$ cat src/rtl/ffo_rr_arbiter.sv
// Round-robin find-first-one arbiter: picks the first set req_vec bit starting at ptr.
// Latency: 1 cycle from request seen (in IDLE) to grant_valid; back-to-back 1 grant/cycle.
// Backpressure: while grant_valid & !grant_ready the grant and ptr are frozen, req_vec ignored.
//
// Ports:
//   clock, reset      rising-edge clock, synchronous active-high reset
//   req_vec           request bits, bit i = requester i
//   grant_valid/ready valid/ready handshake for the registered winner
//   grant_onehot/idx  winner as one-hot and binary index (zero while !grant_valid)
//   ptr               current highest-priority position, moves only on a handshake
// Build option: define FFO_FIXED_PRIO_EN for fixed lowest-index-first priority
// (ptr tied to 0, no one-cycle mask of the accepted requester).
module ffo_rr_arbiter #(
    parameter int WIDTH = 8,
    parameter int IDX_W = (WIDTH > 1) ? $clog2(WIDTH) : 1
) (
    input  logic             clock,
    input  logic             reset,
    input  logic [WIDTH-1:0] req_vec,
    output logic             grant_valid,
    input  logic             grant_ready,
    output logic [WIDTH-1:0] grant_onehot,
    output logic [IDX_W-1:0] grant_idx,
    output logic [IDX_W-1:0] ptr
);

    typedef enum logic {IDLE, GRANT} state_t;

    state_t           state;
    state_t           state_next;
    logic [WIDTH-1:0] onehot_next;
    logic [IDX_W-1:0] idx_next;
    logic [IDX_W-1:0] ptr_next;

    logic             handshake;
    logic [IDX_W-1:0] ptr_after;    // pointer value a handshake would load
    logic [IDX_W-1:0] search_ptr;
    logic [WIDTH-1:0] search_req;

    logic             found;
    logic [IDX_W-1:0] win_idx;
    logic [WIDTH-1:0] win_oh;

    assign grant_valid = (state == GRANT);
    assign handshake   = grant_valid & grant_ready;

`ifdef FFO_FIXED_PRIO_EN
    assign ptr_after  = '0;
    assign search_req = req_vec;
`else
    localparam logic [IDX_W-1:0] LAST_IDX = IDX_W'(WIDTH - 1);

    logic [WIDTH-1:0] masked_req;

    assign ptr_after  = (grant_idx == LAST_IDX) ? '0 : grant_idx + 1'b1;
    // Hide the requester just accepted so it cannot win twice in a row, unless it is
    // the only one asking (then the mask would leave nothing and is dropped).
    assign masked_req = req_vec & ~grant_onehot;
    assign search_req = (handshake && (masked_req != '0)) ? masked_req : req_vec;
`endif

    // On a handshake the re-search already uses the pointer being loaded at this edge.
    assign search_ptr = handshake ? ptr_after : ptr;

    // Rotating find-first-one: scan search_ptr, search_ptr+1, ... modulo WIDTH.
    always_comb begin
        int j;
        found   = 1'b0;
        win_idx = '0;
        win_oh  = '0;
        j       = 0;
        for (int k = 0; k < WIDTH; k++) begin
            j = int'(search_ptr) + k;
            if (j >= WIDTH) begin
                j = j - WIDTH;
            end
            if (!found && search_req[j]) begin
                found     = 1'b1;
                win_idx   = IDX_W'(j);
                win_oh[j] = 1'b1;
            end
        end
    end

    always_comb begin
        state_next  = state;
        onehot_next = grant_onehot;
        idx_next    = grant_idx;
        ptr_next    = ptr;
        case (state)
            IDLE: begin
                if (found) begin
                    state_next  = GRANT;
                    onehot_next = win_oh;
                    idx_next    = win_idx;
                end
            end
            GRANT: begin
                if (grant_ready) begin
                    ptr_next = ptr_after;
                    if (found) begin
                        onehot_next = win_oh;
                        idx_next    = win_idx;
                    end else begin
                        state_next  = IDLE;
                        onehot_next = '0;
                        idx_next    = '0;
                    end
                end
            end
            default: begin
                state_next  = IDLE;
                onehot_next = '0;
                idx_next    = '0;
            end
        endcase
    end

    always_ff @(posedge clock) begin
        if (reset) begin
            state        <= IDLE;
            grant_onehot <= '0;
            grant_idx    <= '0;
            ptr          <= '0;
        end else begin
            state        <= state_next;
            grant_onehot <= onehot_next;
            grant_idx    <= idx_next;
            ptr          <= ptr_next;
        end
    end

endmodule

$ cat config.mk
export PLATFORM = sky130hd
export DESIGN_NAME = ffo_rr_arbiter
export DESIGN_NICKNAME = d
export VERILOG_FILES = /design/src/rtl/ffo_rr_arbiter.sv
export SDC_FILE = /design/constraint.sdc
export NUM_CORES = 1
export LEC_CHECK = 0
export ABC_AREA = 1
export CORE_MARGIN = 4
export CORE_UTILIZATION = 50
export CTS_CLUSTER_DIAMETER = 120
export DETAILED_ROUTE_END_ITERATION = 7
export GPL_TIMING_DRIVEN = 0
export PLACE_DENSITY = 0.68
export SYNTH_ARGS = -nofsm -noshare
export SYNTH_HDL_FRONTEND = slang
export SYNTH_SLANG_ARGS = --single-unit
$ cat constraint.sdc
create_clock -name clock -period 5.2 [get_ports clock]
set_input_delay 1.3 -clock clock [delete_from_list [all_inputs] [get_ports clock]]
set_output_delay 1.3 -clock clock [all_outputs]
set_load 0.02 [all_outputs]
==> results.tsv <==
stage	metric	value	unit
global_route	Total GRT Usage	0.271	
setup_path	worst-path fanout max	11	
power	Pleak	1.33	nW
power	Pwr per Cell Area	347	nW/µm²
timing	RSZ-0062 raised after global routing	no	
logic_synthesis	most common cell in the synthesized netlist	nand3_1	
logic_synthesis	Area contributors post-synth	nand3_1 20%, nand2_1 15%, dfxtp_1 12%	
logic_synthesis	Mapped Area	2470	µm²
setup_path	CP required	5.38	ns
setup_path	Worst path most repeated cell	nand2_1	
clock_network	Clock Latency Late Sink	0.24	ns
die	Die Area	6130	µm²
drt	Antenna Nets Post-Route	0	
flow_run	maxcap violations	0	
finish	Layout Nets	496	
timing	final hold violations	0	
clock_network	clk sink count	15	
timing	clock skew	0.00262	ns
logic_synthesis	Synth warnings	0	
worst_hold_path	hold endpoint	grant_onehot[7]$_SDFFE_PP0P_	
drt	drt pass-1 iters	4	
finish	non-filler cells, final	541	
clock_network	Clock Tree Buf Depth	2	
setup_path	crit-path cells	clkdlybuf4s50_1, nand2_4, inv_4, nand2_1, o21ai_4, inv_2, buf_2, clkbuf_2, ha_1, inv_1, nand3_1, nand2_1, o21ai_1, clkinv_1, nor3_1, nor2_1, nand3_1, nand2_1, a21oi_2	
finish	share of post-route cells with drive strength above 1	0.0865	
setup_path	CP delay by family, top	buffers and inverters	
timing	worst rel slew slack	0.484	
drt	drc violations	0	
setup_path	reg2reg path depth	19	
die	FP Rows	25	
drt	initial DRC count	244	
logic_synthesis	share of the synthesized area in the top cell type	0.205	
logic_synthesis	Synth Net Count	465	
logic_synthesis	post-synthesis cell type with the largest combined area	nand3_1	
finish	final-layout fill cell count	514	
power	peak supply drop	0.123	mV
logic_synthesis	Mapped Cells	444	
run_status	outcome	finished clean	
setup_path	Worst Path Buf+Inv	7	
setup_path	crit path kind	input pin to register	
global_route	first-pass GRT wire length	13400	µm
setup_path	Critical Path Start Type	input pin	
die	die span in y	78.3	µm
timing	Final setup viols	0	
setup_path	Largest stage delay, worst path	0.52	ns
clock_network	hold_buf cts	0	
finish	Layout area overhead	16.7	%
logic_synthesis	Syn Area/Cell	5.56	µm²
timing	Fmax	206	MHz
setup_path	CP endpoint kind	register	
setup_path	reg-to-reg slack, setup	1.31	ns
setup_path	r2r startpoint	grant_idx[0]$_SDFFE_PP0P_	
setup_path	slowest stage cell, crit path	clkdlybuf4s50_1	
clock_network	TritonCTS clock tree	built	
timing	max-slew violation count	0	
die	Initial Utilization	0.519	
finish	Antenna Cells	0	
die	core area	4750	µm²
worst_hold_path	worst hold path class	register to register	
logic_synthesis	Top FF cell, synth	dfxtp_1	
drt	vias	3088	
logic_synthesis	top cells by count, synth	101 x nand3_1, 97 x nand2_1, 60 x inv_1, 49 x nor2_1, 25 x nor3_1	
die	Die Wd	78.3	µm
placed_design	dpl cells	536	
timing	Hold WS	0.511	ns
placed_design	hpwl dp	6390	µm
setup_path	WP data arrival	5.03	ns
placed_design	GPL Wtd Cong	0.965	
logic_synthesis	Seq/Total Area, Yosys	0.122	
worst_hold_path	hold_sp	grant_onehot[7]$_SDFFE_PP0P_	
clock_network	H-tree Lvls	1	
global_route	pin count of the biggest net entering global routing	15	
logic_synthesis	Async SR Flop Fraction	0	
die	Top Ports	26	
drt	vias per cell	5.71	
timing	Final min period	4.86	ns
timing	Tightest Pin Transition	0.769	ns
global_route	vias in the first global route	2789	
logic_synthesis	count of cell types in the netlist	37	
global_route	GR Overflow Total	0	
setup_path	Reg2Reg Capture Point	grant_onehot[6]$_SDFFE_PP0P_	
clock_network	Inserted Clock Buffers	3	
global_route	initial antenna violation count	0	
drt	WL final	8310	µm
logic_synthesis	post-synthesis register bit count	15	
logic_synthesis	EDFF count, synth	0	
clock_network	Worst-path clk slew	0.06	ns
worst_hold_path	Hold Path Stages	2	
drt	routed len/inst	15.4	µm
timing	crit share post-route	0.934	
placed_design	number of port buffers	25	
clock_network	root buf cell	clkbuf_8	
kinds of logic after synthesis:
family                   synth area share
AO/OA/AOI/OAI                      0.0674
AND/OR/NAND/NOR                     0.589
adder cells (fa/ha/maj)            0.0507
XOR/XNOR                           0.0213
buffers and inverters               0.150
flip-flops                          0.122
tightest hold or removal path: stages, from the launching register on:
cell	delay, ns
dfxtp_1	0.32
nand3_1	0.08
a21oi_1	0.06
how the worst max path moves through the flow:
stage               slack [ns]  depth (start not counted)                           end   startpoint
floorplan                 1.16                         20  grant_onehot[0]$_SDFFE_PP0P_  grant_ready
global placement         -0.21                         21  grant_onehot[3]$_SDFFE_PP0P_  grant_ready
detailed placement       -0.23                         21  grant_onehot[3]$_SDFFE_PP0P_  grant_ready
CTS                      0.008                         21  grant_onehot[3]$_SDFFE_PP0P_  grant_ready
global route              0.02                         19  grant_onehot[6]$_SDFFE_PP0P_  grant_ready
finish                    0.34                         19  grant_onehot[6]$_SDFFE_PP0P_  grant_ready
per-stage QoR:
stage | power (W) | area, µm² | setup slack (ns) | TNS, ns | utilization
6_report | 0.00100 | 2880 | 0.345 | 0 | 0.606
5_1_grt | 0.00108 | 2880 | 0.0227 | 0 | 0.606
4_1_cts | 0.000973 | 2850 | 0.00823 | 0 | 0.599
3_5_place_dp | 0.000878 | 2800 | -0.230 | -1.97 | 0.589
3_3_place_gp | 0.000872 | 2800 | -0.213 | -1.91 | 0.589
2_1_floorplan | 0.000669 | 2470 | 1.16 | 0 | -
routing by layer:
metal / routed length, µm / GRT usage / share of wire
met5: 0 / 0 / 0
met3: 510 / 0.0195 / 0.061
met2: 4010 / 0.471 / 0.48
met1: 3530 / 0.356 / 0.43
met4: 255 / 0.0857 / 0.031
area by class of cell:
class                           instances  area, µm²  area share
Buffer                                 17        111      0.0387
Clock buffer                            3       41.3      0.0143
Clock inverter                          1       5.00     0.00174
Inverter                               67        256      0.0891
Multi-Input combinational cell        344       1820       0.631
Sequential cell                        15        300       0.104
Tap cell                               67       83.8      0.0291
Timing Repair Buffer                   27        265      0.0921
state kept, by name, indices dropped and copies added (netlist names):
register	flops
grant_onehot	8
grant_idx	3
ptr	3
grant_valid	1
cells in the final DEF (no fill, tap or decap), types with 6 or more instances in the layout:
master           synthesis  routed
nand2_1                 97      97
nand4_1                 22      22
nand3_1                101     101
dfxtp_1                 15      15
a21oi_1                  9       9
inv_1                   60      60
nor3_1                  25      25
clkdlybuf4s50_1          0      25
ha_1                    10      10
nor2_1                  49      49
clkbuf_1                 6       6
power by group:
part	switching [W]	internal [W]
registers	0.0000159	0.000134
logic	0.000530	0.000229
clock network	0.0000386	0.0000529
timing repair:
item | 4_1_cts | 5_1_grt
resized for setup | 0 | 3
buffers inserted | 0 | 2
endpoints found under the setup margin | 0 | 11
(Power assumes the default switching activity.)
